[src/rtl/if_fetch_unit.sv]
// -----------------------------------------------------------------------------
// if_fetch_unit
//   Instruction-fetch stage of a 5-stage RISC-V pipeline. Owns the PC and issues
//   word fetches to instruction memory, with at most one request outstanding and
//   variable read latency. It is the only writer of the IF/ID pipeline register:
//   it drives that register's load enable, flush and data. Decode stalls hold
//   back delivery, and EX-stage redirects flush IF/ID and restart fetch.
//
// Ports
//   i_clk          clock; all state updates on the rising edge
//   i_r_n          asynchronous active-low reset
//   i_stall        IF/ID must hold its contents this cycle
//   i_redirect     taken branch/jump from EX: flush and refetch
//   i_redirect_pc  redirect target (word-aligned, not checked)
//   o_imem_req     fetch request valid
//   o_imem_addr    fetch address (current PC)
//   i_imem_ready   memory accepts the request this cycle
//   i_imem_rvalid  read data valid, one pulse per accepted request
//   i_imem_rdata   instruction word
//   o_ifid_en      IF/ID load enable
//   o_ifid_r       IF/ID flush (takes priority over enable inside IF/ID)
//   o_ifid_pc      PC of the delivered instruction (0 when not loading)
//   o_ifid_instr   delivered instruction (0 when not loading)
//
// state | meaning
// BOOT  | first cycle after reset, no request issued
// FETCH | request at PC presented, waiting for acceptance
// WAIT  | request accepted, waiting for read data
// HOLD  | data returned under a stall, parked in the buffer
// DRAIN | a stale (pre-redirect) request is in flight, its data is dropped
// -----------------------------------------------------------------------------
module if_fetch_unit #(
   parameter logic [31:0] RESET_PC = 32'h0000_0000,
   parameter logic [31:0] PC_INC   = 32'd4
) (
   input  logic        i_clk,
   input  logic        i_r_n,
   input  logic        i_stall,
   input  logic        i_redirect,
   input  logic [31:0] i_redirect_pc,
   output logic        o_imem_req,
   output logic [31:0] o_imem_addr,
   input  logic        i_imem_ready,
   input  logic        i_imem_rvalid,
   input  logic [31:0] i_imem_rdata,
   output logic        o_ifid_en,
   output logic        o_ifid_r,
   output logic [31:0] o_ifid_pc,
   output logic [31:0] o_ifid_instr
);

   typedef enum logic [2:0] {
      S_BOOT  = 3'd0,
      S_FETCH = 3'd1,
      S_WAIT  = 3'd2,
      S_HOLD  = 3'd3,
      S_DRAIN = 3'd4
   } state_t;

   state_t      r_state;
   state_t      w_state_nxt;
   logic [31:0] r_pc;
   logic [31:0] w_pc_nxt;
   logic [31:0] r_buf;
   logic [31:0] w_buf_nxt;
   logic        w_accept;

   always_ff @(posedge i_clk or negedge i_r_n) begin
      if (!i_r_n) begin
         r_state <= S_BOOT;
         r_pc    <= RESET_PC;
         r_buf   <= 32'd0;
      end else begin
         r_state <= w_state_nxt;
         r_pc    <= w_pc_nxt;
         r_buf   <= w_buf_nxt;
      end
   end

   assign w_accept = (r_state == S_FETCH) && i_imem_ready;

   always_comb begin
      w_state_nxt = r_state;
      w_pc_nxt    = r_pc;
      w_buf_nxt   = r_buf;
      case (r_state)
         S_BOOT: w_state_nxt = S_FETCH;
         S_FETCH: begin
            if (i_redirect) begin
               // A fetch accepted in the redirect cycle targets the old path.
               w_pc_nxt    = i_redirect_pc;
               w_state_nxt = w_accept ? S_DRAIN : S_FETCH;
            end else if (w_accept) begin
               w_state_nxt = S_WAIT;
            end
         end
         S_WAIT: begin
            if (i_redirect) begin
               w_pc_nxt    = i_redirect_pc;
               w_state_nxt = i_imem_rvalid ? S_FETCH : S_DRAIN;
            end else if (i_imem_rvalid) begin
               if (i_stall) begin
                  w_buf_nxt   = i_imem_rdata;
                  w_state_nxt = S_HOLD;
               end else begin
                  w_pc_nxt    = r_pc + PC_INC;
                  w_state_nxt = S_FETCH;
               end
            end
         end
         S_HOLD: begin
            if (i_redirect) begin
               w_pc_nxt    = i_redirect_pc;
               w_state_nxt = S_FETCH;
            end else if (!i_stall) begin
               w_pc_nxt    = r_pc + PC_INC;
               w_state_nxt = S_FETCH;
            end
         end
         S_DRAIN: begin
            if (i_redirect) begin
               w_pc_nxt = i_redirect_pc;
            end
            // Leave once the stale data has come back; staying here after its
            // rvalid would wait for a response that never arrives.
            if (i_imem_rvalid) begin
               w_state_nxt = S_FETCH;
            end
         end
         default: w_state_nxt = S_BOOT;
      endcase
   end

   always_comb begin
      o_imem_req   = (r_state == S_FETCH);
      o_imem_addr  = r_pc;
      o_ifid_r     = i_redirect && (r_state != S_BOOT);
      o_ifid_en    = 1'b0;
      o_ifid_pc    = 32'd0;
      o_ifid_instr = 32'd0;
      if (!o_ifid_r && !i_stall) begin
         if (r_state == S_WAIT && i_imem_rvalid) begin
            o_ifid_en    = 1'b1;
            o_ifid_pc    = r_pc;
            o_ifid_instr = i_imem_rdata;
         end else if (r_state == S_HOLD) begin
            o_ifid_en    = 1'b1;
            o_ifid_pc    = r_pc;
            o_ifid_instr = r_buf;
         end
      end
   end

endmodule

[config.mk]
export PLATFORM = sky130hd
export DESIGN_NAME = if_fetch_unit
export DESIGN_NICKNAME = d
export VERILOG_FILES = /design/src/rtl/if_fetch_unit.sv
export SDC_FILE = /design/constraint.sdc
export NUM_CORES = 1
export LEC_CHECK = 0
export CAP_MARGIN = 20
export CORE_ASPECT_RATIO = 1.5
export CORE_UTILIZATION = 44
export CTS_CLUSTER_SIZE = 40
export DETAILED_ROUTE_END_ITERATION = 6
export HOLD_SLACK_MARGIN = 0.02
export PLACE_DENSITY = 0.81
export SLEW_MARGIN = 20
export SYNTH_ARGS = -nofsm -noshare
export SYNTH_HDL_FRONTEND = slang
export SYNTH_SLANG_ARGS = --single-unit
[constraint.sdc]
create_clock -name i_clk -period 2.39 [get_ports i_clk]
set_input_delay 0.478 -clock i_clk [delete_from_list [all_inputs] [get_ports i_clk]]
set_output_delay 0.478 -clock i_clk [all_outputs]
set_load 0.03 [all_outputs]
==> results of run 1 <==
==> cell type report <==
cell class	instances	area, µm²
repair buffers	188	1760
clock buffers	11	242.7
inverters	8	30.03
clock inverters	5	100.1
flip-flops and latches	67	1678
well taps	112	140.1
multi-input cells	376	2286
fillers	749	3017
==> flip-flops by register name, indices dropped and copies added, names as in the netlist <==
register / count
o_imem_addr: 32
r_buf: 32
r_state: 3
==> metal layers <==
| layer | part of all wire | wire length (µm) | vias to the layer above | global-route usage |
|---|---|---|---|---|
| met3 | 0.083 | 1013 | 15 | 0.06391 |
| li1 | - | - | 2055 | - |
| met1 | 0.39 | 4714 | 2015 | 0.2929 |
| met5 | 0 | 0 | - | 0 |
| met2 | 0.51 | 6274 | 201 | 0.4458 |
| met4 | 0.017 | 204 | 0 | 0.08991 |
==> where the power goes <==
part | switching [mW] | internal [mW] | leakage [nW]
clock network | 0.478 | 1.04 | 0.169
logic | 1.89 | 1.54 | 1.67
registers | 0.608 | 1.66 | 0.824
==> through the flow <==
stage                     setup slack (ps)  instances  utilization  instance area, µm²
final                                124.3        767       0.6740                6237
after CTS                            111.4        767       0.6740                6237
after global routing                 29.46        767       0.6740                6237
after global placement              -35.43        751       0.6355                5881
after floorplan                      35.03        489            -                4189
after detailed placement            -75.71        751       0.6355                5881
==> kinds of logic (layout without fill, tap and decap cells) <==
| logic type | Yosys count | in the layout | share of synthesized area |
|---|---|---|---|
| xor+xnor | 2 | 2 | 0.004182 |
| fa+ha+maj | 1 | 1 | 0.002986 |
| mux | 35 | 35 | 0.09379 |
| compound gates | 147 | 147 | 0.2118 |
| simple gates | 191 | 191 | 0.2285 |
| buf+inv | 46 | 212 | 0.05854 |
| flops | 67 | 67 | 0.4002 |
==> repair_timing <==
item,CTS,global route
resized for setup,5,0
setup buffers,0,0
endpoints found under the setup margin,52,0
==> placed cells by master, fill, tap and decap left out, types with 8 or more instances in the layout <==
cell type | netlist | routed
clkdlybuf4s50_1 | 0 | 100
nand2_1 | 92 | 91
a21oi_1 | 79 | 79
buf_4 | 1 | 78
dfrtp_1 | 67 | 66
mux2_2 | 34 | 34
and2_1 | 27 | 27
nand3_1 | 24 | 24
nor2_1 | 19 | 19
o21ai_0 | 19 | 19
o22ai_1 | 16 | 16
a2bb2oi_1 | 10 | 10
clkbuf_16 | 0 | 9
inv_1 | 8 | 8
buf_12 | 0 | 8
==> worst max-delay path by stage <==
stage	start	endpoint	slack [ps]	cells after the start
finish	r_state[1]	o_ifid_instr[3]	120	6
global route	i_redirect	o_ifid_pc[22]	30	7
CTS	r_state[1]	o_ifid_instr[3]	110	6
detailed placement	i_imem_rvalid	o_ifid_instr[3]	-80	7
global placement	i_imem_rvalid	o_ifid_instr[23]	-40	7
floorplan	i_redirect	o_ifid_pc[22]	40	6
==> results.cfg, run 1 <==
[run_status]
status = completed

[timing]
relSlewSlack = 0.4789
setup_tns_ps = 0
final-setup-viol-count = 0
skew_ps = 4.680
drv_slew = 0
timing.fmax_mhz = 441.4
fin_crit_sh = 0.9480
rsz0062_at_grt = no
period_minus_slack_ps = 2266
finalHoldWorstSlack_ps = 224.9
worstMarginPinSlew_ps = 781.7
hold_viol = 0

[worst_setup_path]
crit_buf_inv = 2
cp-start-kind = register
r2r_slack_ps = 420
r2r-start = o_imem_addr[2]
worstRegToRegCells = 5
critical_path_required_ps = 1910
cp_cell_sequence = nand2_2 -> or3_4 -> buf_12 -> nand2_1 -> a21oi_1 -> buf_4
r2r-end = o_imem_addr[24]
slowest_delay_ps = 480
worstSetupEndpointType = primary output
cp_slowest_cell = dfrtp_2
arrival_ps = 1790
critical_path.top_delay_family = simple AND/OR/NAND/NOR gates
path_max_fanout = 32
criticalPathCategory = register to primary output

[routing]
ant_nets = 0
drc = 0
first_iter_violations = 254
first_pass_iters = 5
vias = 4286
wirelength_um = 12210
via_per_inst = 5.588
avgRoutedWirePerCell_um = 15.91

[yosys]
synth-async-reset-ratio = 1.000
synth-edff-count = 0
synth.area.top_cells = dfrtp_1 40%, a21oi_1 9.4%, mux2_2 9.1%
yosysTopAreaCellShare = 0.4002
synth_top_area_cell = dfrtp_1
synth_area_per_cell_um2 = 8.566
synth-seq-cells = 67
yosysSeqAreaShare = 0.4002
synth.net_count = 560
yosys-top-cells-count = 92 x nand2_1, 79 x a21oi_1, 67 x dfrtp_1
yosysMostFrequentCell = nand2_1
synthFlopType = dfrtp_1
synthDistinctLibCells = 52
synth_area_um2 = 4189
ys_warn_count = 0
syn_inst = 489

[floorplanning]
io_pins = 169
initial_core_util = 0.4527
die_h_um = 121.5
core_area_um2 = 9254
dieArea_um2 = 9923
num_rows = 43
fp.dieW_um = 81.67

[global_routing]
grt_pass1_vias = 4105
grt_pass1_wl_um = 19420
antenna_found_initial = 0
grt_usage = 0.2542
overflow = 0
grt_max_degree = 70

[clock_network]
clk_pin_slew_ps = 50
cts_tree = done
cts.sinks = 67
h-tree-depth = 3
hold_buffers = 0
numCtsBuffers = 9
clockBufferDepth = 2
cts_root_buffer = clkbuf_16
insertion_delay_ps = 320

[min_path]
hp-class = input port to async pin

[cells_and_area]
antenna_cells = 0
area_growth_pct = 48.89
nets = 721
layout-drive-gt1-share = 0.2397

[placement]
port_buffers = 168
hpwlAfterDp_um = 8738
gp_congestion = 0.9092

[power]
power.density_nw_per_um2 = 1157
p_leak_nw = 2.666
finalPower_mw = 7.217
vdd_drop_max_mv = 0.6585

[flow_run]
cap_violations = 0
(Power assumes the default switching activity.)
==> run 2, diff against run 1 <==
- SLEW_MARGIN: 20 -> 40
==> results.cfg, run 2 (synthesized netlist as in run 1, its figures left out) <==
[run_status]
status = completed

[cells_and_area]
design_area_um2 = 6240
nets = 721
layout-drive-gt1-share = 0.2397
layout_commonest_cell = clkdlybuf4s50_1
area_growth_pct = 48.95
antenna_cells = 0
postLayoutCoreUtil = 0.6743
layout_common_cells = 100 x clkdlybuf4s50_1, 91 x nand2_1, 79 x a21oi_1, 79 x buf_4, 66 x dfrtp_1

[worst_setup_path]
cp-start-kind = register
criticalPathCategory = register to primary output
critical_path_required_ps = 1910
worstSetupEndpointType = primary output
path_max_fanout = 32
worstRegToRegCells = 5
arrival_ps = 1790

[global_routing]
grt_max_degree = 70
grt_usage = 0.2542
overflow = 0
grt_busiest_layer = met2
grt_pass1_wl_um = 19420
antenna_found_initial = 0
grt_pass1_vias = 4105
grt_use_met3 = 0.06391
use_met1 = 0.2929
met2_usage = 0.4458

[floorplanning]
initial_core_util = 0.4527
num_rows = 43
die_h_um = 121.5
dieArea_um2 = 9923
io_pins = 169
core_area_um2 = 9254
fp.dieW_um = 81.67

[power]
power.density_nw_per_um2 = 1157
comb_power_share = 0.475
p_clk_frac = 0.211
vdd_drop_max_mv = 0.6585
p_leak_nw = 2.667
switching_share = 0.4120
p_seq_frac = 0.314
p_sw_mw = 2.974
p_int_mw = 4.244
finalPower_mw = 7.218

[clock_network]
clockBufferDepth = 2
h-tree-depth = 3
insertion_delay_ps = 320
cts_root_buffer = clkbuf_16
clk_pin_slew_ps = 50
cts_tree = done
cts.sinks = 67
numCtsBuffers = 9

[placement]
pre_cts_ws_ps = -75.71
placed_cell_area_um2 = 5881
port_buffers = 168
hpwlAfterDp_um = 8738
gp_congestion = 0.9092

[timing]
relSlewSlack = 0.7004
finalHoldWorstSlack_ps = 92.22
drv_slew = 0
timing.fmax_mhz = 441.4
worstMarginPinSlew_ps = 449.5
hold_viol = 0
period_minus_slack_ps = 2266
skew_ps = 4.680
rsz0062_at_grt = no
fin_crit_sh = 0.9480
worst_slack_ps = 124.3
final-setup-viol-count = 0

[routing]
first_pass_iters = 5
first_iter_violations = 254
wirelength_um = 12210
via_per_inst = 5.588
avgRoutedWirePerCell_um = 15.91
drc = 0
ant_nets = 0
vias = 4286

[flow_run]
cap_violations = 0

[min_path]
hp-class = input port to async pin
## run 2: stage by stage
step	TNS (ps)	std cells
6_report	0	767
5_1_grt	0	767
4_1_cts	0	767
3_5_place_dp	-1900	751
3_3_place_gp	-680.0	751
2_1_floorplan	0	489
## run 2: path summary, 6_finish.rpt
check,slack (ps),end,start
worst max-delay path,120,o_ifid_instr[3],r_state[1]
worst min-delay path,90,o_imem_addr[15],i_r_n
worst max register to register,420,o_imem_addr[24],o_imem_addr[2]
worst min register to register,510,r_buf[26],r_buf[26]
max in group asynchronous,1740,r_buf[5],i_r_n
min in group i_clk,510,r_buf[26],r_buf[26]
## run 2: worst max-delay path, stage by stage, from the launching register on
cell and delay (ps):
dfrtp_2 480, nand2_2 110, or3_4 350, buf_12 180, nand2_1 80, a21oi_1 80
buf_4 170
## run 2: layout make-up
cell class	instances	area (µm²)
clock buffer	11	242.7
clock inverter	5	100.1
fill	748	3014
inverter	8	30.03
multi-input combinational	376	2286
sequential	67	1678
tap	112	140.1
timing repair buffer	188	1763
## run 2: repair_timing
action	in CTS	in global routing
setup buffers	0	0
hold buffers	0	0
setup endpoints to repair	52	0
gates resized for setup	5	0
## run 2: per-layer routing
metal / share of wire / up-vias
met5: 0 / -
met1: 0.39 / 2015
met4: 0.017 / 0
met2: 0.51 / 201
li1: - / 2055
met3: 0.083 / 15
## run 2: power by group through the flow
| stage | Sequential (mW) | Clock [mW] | Combinational [mW] |
|---|---|---|---|
| final | 2.26 | 1.52 | 3.43 |
| after global routing | 2.34 | 1.61 | 3.73 |
| after CTS | 2.26 | 1.55 | 3.44 |
| after detailed placement | 2.26 | 0 | 3.43 |
| after global placement | 2.22 | 0 | 3.34 |
| after floorplan | 2.60 | 0 | 1.83 |
==> run 3, diff against run 2 <==
- CTS_CLUSTER_DIAMETER: not set -> 150
==> results of run 3 <==
Same layout as run 2: the final DEF is identical, and so are final timing and power.
